$ cat src/rtl/fifo_flex_pkg.sv
// Shared sizing helpers for the flexible-depth show-ahead FIFO.
// Latency: n/a (compile-time functions only).
// Backpressure: n/a.
//
// fifo_cnt_w(depth) : bits needed to hold an occupancy of 0..depth
// fifo_ptr_w(depth) : bits needed to address depth entries (at least 1)
package fifo_flex_pkg;

    function automatic int fifo_cnt_w(input int depth);
        return $clog2(depth + 1);
    endfunction

    function automatic int fifo_ptr_w(input int depth);
        return ($clog2(depth) < 1) ? 1 : $clog2(depth);
    endfunction

endpackage

$ cat src/rtl/fifo_flex_mem.sv
// Storage array for fifo_flex: DEPTH x DATA_WIDTH registers, no reset.
// Latency: write lands on the clock edge; read port is combinational.
// Backpressure: none; the caller only asserts we for accepted writes.
//
// Ports: clk_i, we, waddr, wdata (write port); raddr -> rdata (async read).
module fifo_flex_mem #(
    parameter int DATA_WIDTH = 8,
    parameter int DEPTH      = 8,
    parameter int AW         = 3
) (
    input  logic                  clk_i,
    input  logic                  we,
    input  logic [AW-1:0]         waddr,
    input  logic [DATA_WIDTH-1:0] wdata,
    input  logic [AW-1:0]         raddr,
    output logic [DATA_WIDTH-1:0] rdata
);

    logic [DATA_WIDTH-1:0] mem [DEPTH];

    always_ff @(posedge clk_i) begin
        if (we) begin
            mem[waddr] <= wdata;
        end
    end

    assign rdata = mem[raddr];

endmodule

$ cat src/rtl/fifo_flex.sv
// Show-ahead single-clock FIFO with any depth >= 2, level flags, flush and sticky errors.
// Latency: 1 cycle write-to-read; flags follow the registered count one cycle after a handshake.
// Backpressure: data_in_ready drops when full or flushing; no bypass or pass-through paths.
//
// Ports: clk_i, arst (async, active-high), flush_i (sync clear of pointers/count/errors),
//   data_in/_valid/_ready (producer), data_out/_valid/_ready (consumer),
//   count_o, almost_full_o, almost_empty_o, overflow_o, underflow_o, max_level_o.
// Optional macro FIFO_FLEX_WATERMARK_EN: when defined, max_level_o tracks peak occupancy;
//   otherwise max_level_o is tied to zero.
module fifo_flex
    import fifo_flex_pkg::*;
#(
    parameter int DATA_WIDTH = 8,
    parameter int DEPTH      = 8,
    parameter int AF_TH      = DEPTH - 1,
    parameter int AE_TH      = 1
) (
    input  logic                          clk_i,
    input  logic                          arst,
    input  logic                          flush_i,
    input  logic [DATA_WIDTH-1:0]         data_in,
    input  logic                          data_in_valid,
    output logic                          data_in_ready,
    output logic [DATA_WIDTH-1:0]         data_out,
    output logic                          data_out_valid,
    input  logic                          data_out_ready,
    output logic [fifo_cnt_w(DEPTH)-1:0]  count_o,
    output logic                          almost_full_o,
    output logic                          almost_empty_o,
    output logic                          overflow_o,
    output logic                          underflow_o,
    output logic [fifo_cnt_w(DEPTH)-1:0]  max_level_o
);

    localparam int CW = fifo_cnt_w(DEPTH);
    localparam int PW = fifo_ptr_w(DEPTH);

    typedef logic [CW-1:0] cnt_t;
    typedef logic [PW-1:0] ptr_t;

    localparam cnt_t FULL_C   = cnt_t'(DEPTH);
    localparam cnt_t AF_C     = cnt_t'(AF_TH);
    localparam cnt_t AE_C     = cnt_t'(AE_TH);
    localparam ptr_t PTR_LAST = ptr_t'(DEPTH - 1);

    cnt_t count, count_next;
    ptr_t wr_ptr, rd_ptr;
    logic wr_en, rd_en;
    logic is_full, is_empty;

    // Explicit wrap so non-power-of-two depths never address past the last entry.
    function automatic ptr_t ptr_inc(input ptr_t p);
        return (p == PTR_LAST) ? '0 : p + ptr_t'(1);
    endfunction

    assign is_full        = (count == FULL_C);
    assign is_empty       = (count == '0);
    assign data_in_ready  = !is_full && !flush_i;
    assign data_out_valid = !is_empty && !flush_i;
    assign wr_en          = data_in_valid && data_in_ready;
    assign rd_en          = data_out_valid && data_out_ready;

    always_comb begin
        count_next = count;
        if (flush_i) begin
            count_next = '0;
        end else if (wr_en && !rd_en) begin
            count_next = count + cnt_t'(1);
        end else if (rd_en && !wr_en) begin
            count_next = count - cnt_t'(1);
        end
    end

    always_ff @(posedge clk_i or posedge arst) begin
        if (arst) begin
            count       <= '0;
            wr_ptr      <= '0;
            rd_ptr      <= '0;
            overflow_o  <= 1'b0;
            underflow_o <= 1'b0;
        end else begin
            count <= count_next;
            if (flush_i) begin
                wr_ptr      <= '0;
                rd_ptr      <= '0;
                overflow_o  <= 1'b0;
                underflow_o <= 1'b0;
            end else begin
                if (wr_en) begin
                    wr_ptr <= ptr_inc(wr_ptr);
                end
                if (rd_en) begin
                    rd_ptr <= ptr_inc(rd_ptr);
                end
                // Errors stay latched until reset or flush.
                if (data_in_valid && is_full) begin
                    overflow_o <= 1'b1;
                end
                if (data_out_ready && is_empty) begin
                    underflow_o <= 1'b1;
                end
            end
        end
    end

    fifo_flex_mem #(
        .DATA_WIDTH (DATA_WIDTH),
        .DEPTH      (DEPTH),
        .AW         (PW)
    ) u_mem (
        .clk_i (clk_i),
        .we    (wr_en),
        .waddr (wr_ptr),
        .wdata (data_in),
        .raddr (rd_ptr),
        .rdata (data_out)
    );

    assign count_o        = count;
    assign almost_full_o  = (count >= AF_C);
    assign almost_empty_o = (count <= AE_C);

`ifdef FIFO_FLEX_WATERMARK_EN
    cnt_t max_level;

    always_ff @(posedge clk_i or posedge arst) begin
        if (arst) begin
            max_level <= '0;
        end else if (flush_i) begin
            max_level <= '0;
        end else if (count_next > max_level) begin
            max_level <= count_next;
        end
    end

    assign max_level_o = max_level;
`else
    assign max_level_o = '0;
`endif

endmodule

$ cat config.mk
export PLATFORM = sky130hd
export DESIGN_NAME = fifo_flex
export DESIGN_NICKNAME = d
export VERILOG_FILES = /design/src/rtl/fifo_flex_pkg.sv /design/src/rtl/fifo_flex_mem.sv /design/src/rtl/fifo_flex.sv
export SDC_FILE = /design/constraint.sdc
export NUM_CORES = 1
export LEC_CHECK = 0
export BUFFER_PORTS_ARGS = -buffer_cell sky130_fd_sc_hd__buf_4
export CAP_MARGIN = 20
export CELL_PAD_IN_SITES_DETAIL_PLACEMENT = 0
export CELL_PAD_IN_SITES_GLOBAL_PLACEMENT = 1
export CORE_ASPECT_RATIO = 0.7
export CORE_MARGIN = 3
export CORE_UTILIZATION = 55
export CTS_BUF_LIST = sky130_fd_sc_hd__clkbuf_8
export CTS_CLUSTER_DIAMETER = 150
export DETAILED_ROUTE_END_ITERATION = 12
export PLACE_DENSITY_LB_ADDON = 0.1
export SETUP_SLACK_MARGIN = 0.5
export SLEW_MARGIN = 20
export SYNTH_ARGS = -nofsm -noshare
export SYNTH_HDL_FRONTEND = slang
export SYNTH_SLANG_ARGS = --single-unit
$ cat constraint.sdc
create_clock -name clk_i -period 4.5 [get_ports clk_i]
set_input_delay 0.675 -clock clk_i [delete_from_list [all_inputs] [get_ports clk_i]]
set_output_delay 0.675 -clock clk_i [all_outputs]
set_load 0.01 [all_outputs]
* After elaboration in Yosys (flattened, before gate mapping)
Memories as Yosys holds them, arrays and structs flattened.
Index checks and enable logic that the tools add are counted.
** Operators by class
- Add/sub/neg operators :: 4
- Multipliers :: 0
- Div/mod/pow operators :: 0
- Order comparisons :: 2
- Eq/ne operators :: 3
- Shift operators :: 0
- Mux-type cells :: 15
- Bitwise operators :: 0
- Reduce and logical (&&, ||, !) cells :: 19
** Operators with widths (count)
- 3-bit 2-to-1 mux :: 6
- 4-bit 2-to-1 mux :: 3
- 1-bit logical AND :: 8
- 2-bit nonzero test :: 4
- 3-bit by 1-bit adder with 3-bit output (second input constant) :: 2
- 3-bit equality test (second input constant) :: 2
- 1-bit 2-to-1 mux :: 6
- 1-bit zero test :: 5
- 4-bit by 1-bit adder with 4-bit output (second input constant) :: 1
- 4-bit equality test (second input constant) :: 1
- 4-bit by 3-bit >= comparator with 1-bit output (second input constant) :: 1
- 4-bit by 1-bit less-or-equal comparator with 1-bit output (second input constant) :: 1
- 4-bit zero test :: 1
- 4-bit by 1-bit subtractor with 4-bit output (second input constant) :: 1
- 3-bit nonzero test :: 1
** Storage, ports and cells
- Bits in registers :: 12
- Latch bits :: 0
- Memory bits (writable) :: 64
- Bits in read-only memories :: 0
- Input bits :: 13
- Output and inout port bits :: 22
- Word-level logic and storage cells :: 49
- Memories kept :: 1
** Memory list
- u_mem.mem :: words 8, bits a word 8, read ports 1, clocked after memory_dff 0, write ports 1, RTL line fifo_flex_mem.sv:19 : logic [DATA_WIDTH-1:0] mem [DEPTH];

* Longest topological paths before layout
- Word-level depth :: 9
- Gate-level depth with buffers :: 7
- Mapped depth without buffers :: 6

* By module
A second synthesis with hierarchy kept.
** Unflattened totals
- Cells, all modules :: 197
- Area total of the unflattened synthesis :: 3363.2 um2
** Modules (own cells, without submodules)
- fifo_flex_mem :: times used 1, cells an instance 106, area an instance 2531.2 um2, seq. area each 1921.8 um2
- fifo_flex :: times used 1, cells an instance 91, area an instance 832.0 um2, seq. area each 300.3 um2

* Least setup slack after synthesis
Ideal clock, no wire load.
- Path type :: input -> register
- From :: in flush_i
- To :: mem u_mem.mem[4][0], enable pin
- Setup time :: 383 ps
- Arrival :: 1941 ps
- Data required time :: 4117 ps
- Path slack :: 2176 ps
- Stages on the path :: 6
- Buffers on the path :: 2
- Cell sequence :: clkbuf_2 -> nor2b_2 -> and2_0 -> clkbuf_2 -> nand2_1 -> nor3_1
** On the way
- Word-level cells in the longest chain between the ends :: 5
** Ends and longest elaborated chain
- from (decl) :: RTL line fifo_flex.sv:20 : input logic flush_i,
- 1-bit zero test :: RTL line fifo_flex.sv:58 : assign data_in_ready = !is_full && !flush_i;
- 1-bit logical AND :: RTL line fifo_flex.sv:58
- 1-bit logical AND :: RTL line fifo_flex.sv:60 : assign wr_en = data_in_valid && data_in_ready;
- 1-bit 2-to-1 mux :: RTL line fifo_flex_mem.sv:22 : if (we) begin
- 1-bit 2-to-1 mux (not written as such) :: RTL line fifo_flex_mem.sv:23 : mem[waddr] <= wdata;
- to (decl) :: RTL line fifo_flex_mem.sv:19
No other way between the ends.

* Final worst setup path
- From :: reg rd_ptr[0]
- To :: out data_out[6]
** On the way
- Word-level cells in the longest chain between the ends :: 1
** Ends and longest elaborated chain
- from (decl) :: RTL line fifo_flex.sv:47 : ptr_t wr_ptr, rd_ptr;
- from (signal assigned) :: RTL line fifo_flex.sv:93 : rd_ptr <= ptr_inc(rd_ptr);
- memory read 8 x 8 bit
- to (decl) :: RTL line fifo_flex.sv:24 : output logic [DATA_WIDTH-1:0] data_out,
No other way between the ends.

==> metrics.cfg <==
[timing]
period_minus_slack_ns=2.79
fin_hold_ws_ns=0.366
drv_slew=0
fmax_mhz=358
final-setup-viol-count=0
final.setup.tns_ns=0
post-route-period-util_pct=62.1
finalClockSkew_ns=0.0118
finalHoldViolCount=0
timing.slew.headroom_pct=36.9
worst_slew_pin_slew_ns=0.943
grt_setup_unrepaired=no

[placement]
dp_cells=303
routabilityCongestion=0.768
dp_hpwl_mm=4.56
portBuffers=30
place_area_um2=3630

[power]
powerDensity_nw_per_um2=486
leakagePower_nw=1.37
power_w=0.00186
ir_drop_v=0.000194

[floorplan]
chipWidth_um=99.5
std_cell_rows=23
num_io_pins=35
dieHeight_um=71.5
die_area_um2=7110
fp.coreArea_um2=5810
initial_core_util_pct=57.9

[critical_path]
max_stage_delay_ns=0.75
cp_num_buf_inv=1
startpoint_type=flop
cp_slowest_cell=dfrtp_2
crit_type=flop to output pin
cp-end-kind=output pin
critPathRequiredTime_ns=3.83
worstPathArrival_ns=2.12
worstPathCellList=mux4_2 > mux2_2 > buf_4
cpLargestDelayFamily=multiplexers
worst-path-max-fanout=19

[clocking]
clkSlewWorstSetupHoldPaths_ns=0.09
tritoncts=done
clockBufferDepth=2
clock_latency_ns=0.35
cts_setup_buffers=0
clock_sinks=76
cts_root_buffer=clkbuf_8
cts_resized=0
cts_buffers=9
htreeDepth=3
ctsHoldBuffers=0

[logic_synthesis]
yosysWarnings=0
synth_edf_count=64
synth_area_um2=3370
yosysTopAreaCellShare_pct=57.1
synth_cell_types=44
ys_ff_latch=76
synth_seq_area_share_pct=66.0
synthArstFlopShare_pct=15.8
netlist_top_cells_area=edfxtp_1 (57%), mux4_2 (11%), dfrtp_1 (8.9%)
synth-main-ff-cell=edfxtp_1
synth.avg_cell_area_um2=16.3
yosys.area.top_type=edfxtp_1
syn_inst=206

[routing]
first_pass_iters=4
vias=1874
wirelength_mm=6.73
drc=0
drt-wirelength-per-cell_um=21.1
drtIter0Drc=130
ant_nets=0
vias_per_cell=5.87

[global_routing]
grt_overflow=0
grt_pass1_wl_mm=10.6
grt_pass1_vias=1886
grtUsageTotal_pct=20.7
grt_max_degree=20
antenna_found_initial=0

[worst_hold_path]
hold_class=input port to async pin

[final_layout]
area.growth.synth_to_final_pct=13.7
num_antenna_cells=0
num-nets-final=260
fin_area_um2=3830
instances_no_fill=319
fillCellCount=407
drive_above_1_share_pct=34.0

[flow_run]
cap_violations=0

[status]
outcome=completed

synth_stat cells (2+ instances only):
cell       n
mux2_2     9
nand3_1    3
clkbuf_2   2
nand2_1   14
mux4_2    16
dfrtp_1   12
ha_1       8
clkbuf_1   3
nor3_1     6
edfxtp_1  64
buf_6      3
nand4b_1   2
or3_1      2
inv_1      5
nand2b_1   4
nor2_1    14
buf_1      2
buf_4      5
a21oi_1    7
registers in the layout, indices dropped and copies added, names as in the netlist:
register / count
count_o: 4
overflow_o: 1
rd_ptr: 3
u_mem.mem: 64
underflow_o: 1
wr_ptr: 3
layout make-up:
cell class	count	area [um2]	share of cell area, %
flip-flops and latches	76	2220	58.1
multi-input cells	112	1030	26.9
clock inverters	7	73.8	1.93
clock buffers	9	124	3.24
repair buffers	35	263	6.86
well taps	75	93.8	2.45
inverters	5	18.8	0.490
per-layer routing:
layer	wire length, um	part of all wire [%]	up-vias	track usage [%]
li1	-	-	853	-
met1	2970	44	947	28.9
met2	3310	49	64	32.3
met3	380	5.6	10	5.64
met4	76	1.1	0	6.36
met5	0	0	-	0
power by group:
group / switching, W / internal [W] / leakage [nW]
Sequential: 0.0000843 / 0.000797 / 0.740
Combinational: 0.000212 / 0.000256 / 0.535
Clock: 0.000253 / 0.000259 / 0.100
Total: 0.000549 / 0.00131 / 1.37
through the flow:
step           setup WS (ns)  utilization, %
5_1_grt                 1.45            65.8
3_3_place_gp            1.75            62.4
2_1_floorplan           2.18               -
6_report                1.71            65.8
4_1_cts                 1.28            65.8
3_5_place_dp            1.67            62.4
kinds of logic after synthesis:
logic type / count (synthesis) / share of synthesized area (%)
adder cells (fa/ha/maj): 8 / 2.97
buffers and inverters: 21 / 3.68
XOR/XNOR: 1 / 0.260
other: 1 / 0.111
multiplexers: 26 / 14.0
AND/OR/NAND/NOR: 54 / 8.77
flip-flops: 76 / 66.0
AO/OA/AOI/OAI: 19 / 4.16
cells in the final DEF, fill, tap and decap left out, types with 2 or more instances in the layout:
cell type	netlist	layout
ha_1	8	8
nand2_1	14	14
dfrtp_1	12	11
clkbuf_8	0	9
inv_1	5	5
mux2_2	9	9
nand4b_1	2	2
a21oi_1	7	7
clkinv_2	0	2
buf_4	5	35
inv_6	0	2
nor3_1	6	6
nand2b_1	4	4
nor2_1	14	14
nand3_1	3	3
mux4_2	16	16
conb_1	1	4
or3_1	2	2
edfxtp_1	64	64
worst paths after layout:
path | from | to | slack, ns | cells after the start
worst max-delay path | rd_ptr[0] | data_out[6] | 1.71 | 3
worst min-delay path | arst | overflow_o | 0.37 | 2
worst max register to register | count_o[0] | u_mem.mem[5][6] | 1.72 | 6
worst min register to register | overflow_o | overflow_o | 0.53 | 2
max in group asynchronous | arst | rd_ptr[0] | 3.73 | 2
min in group clk_i | overflow_o | overflow_o | 0.53 | 2
(Power assumes the default switching activity.)
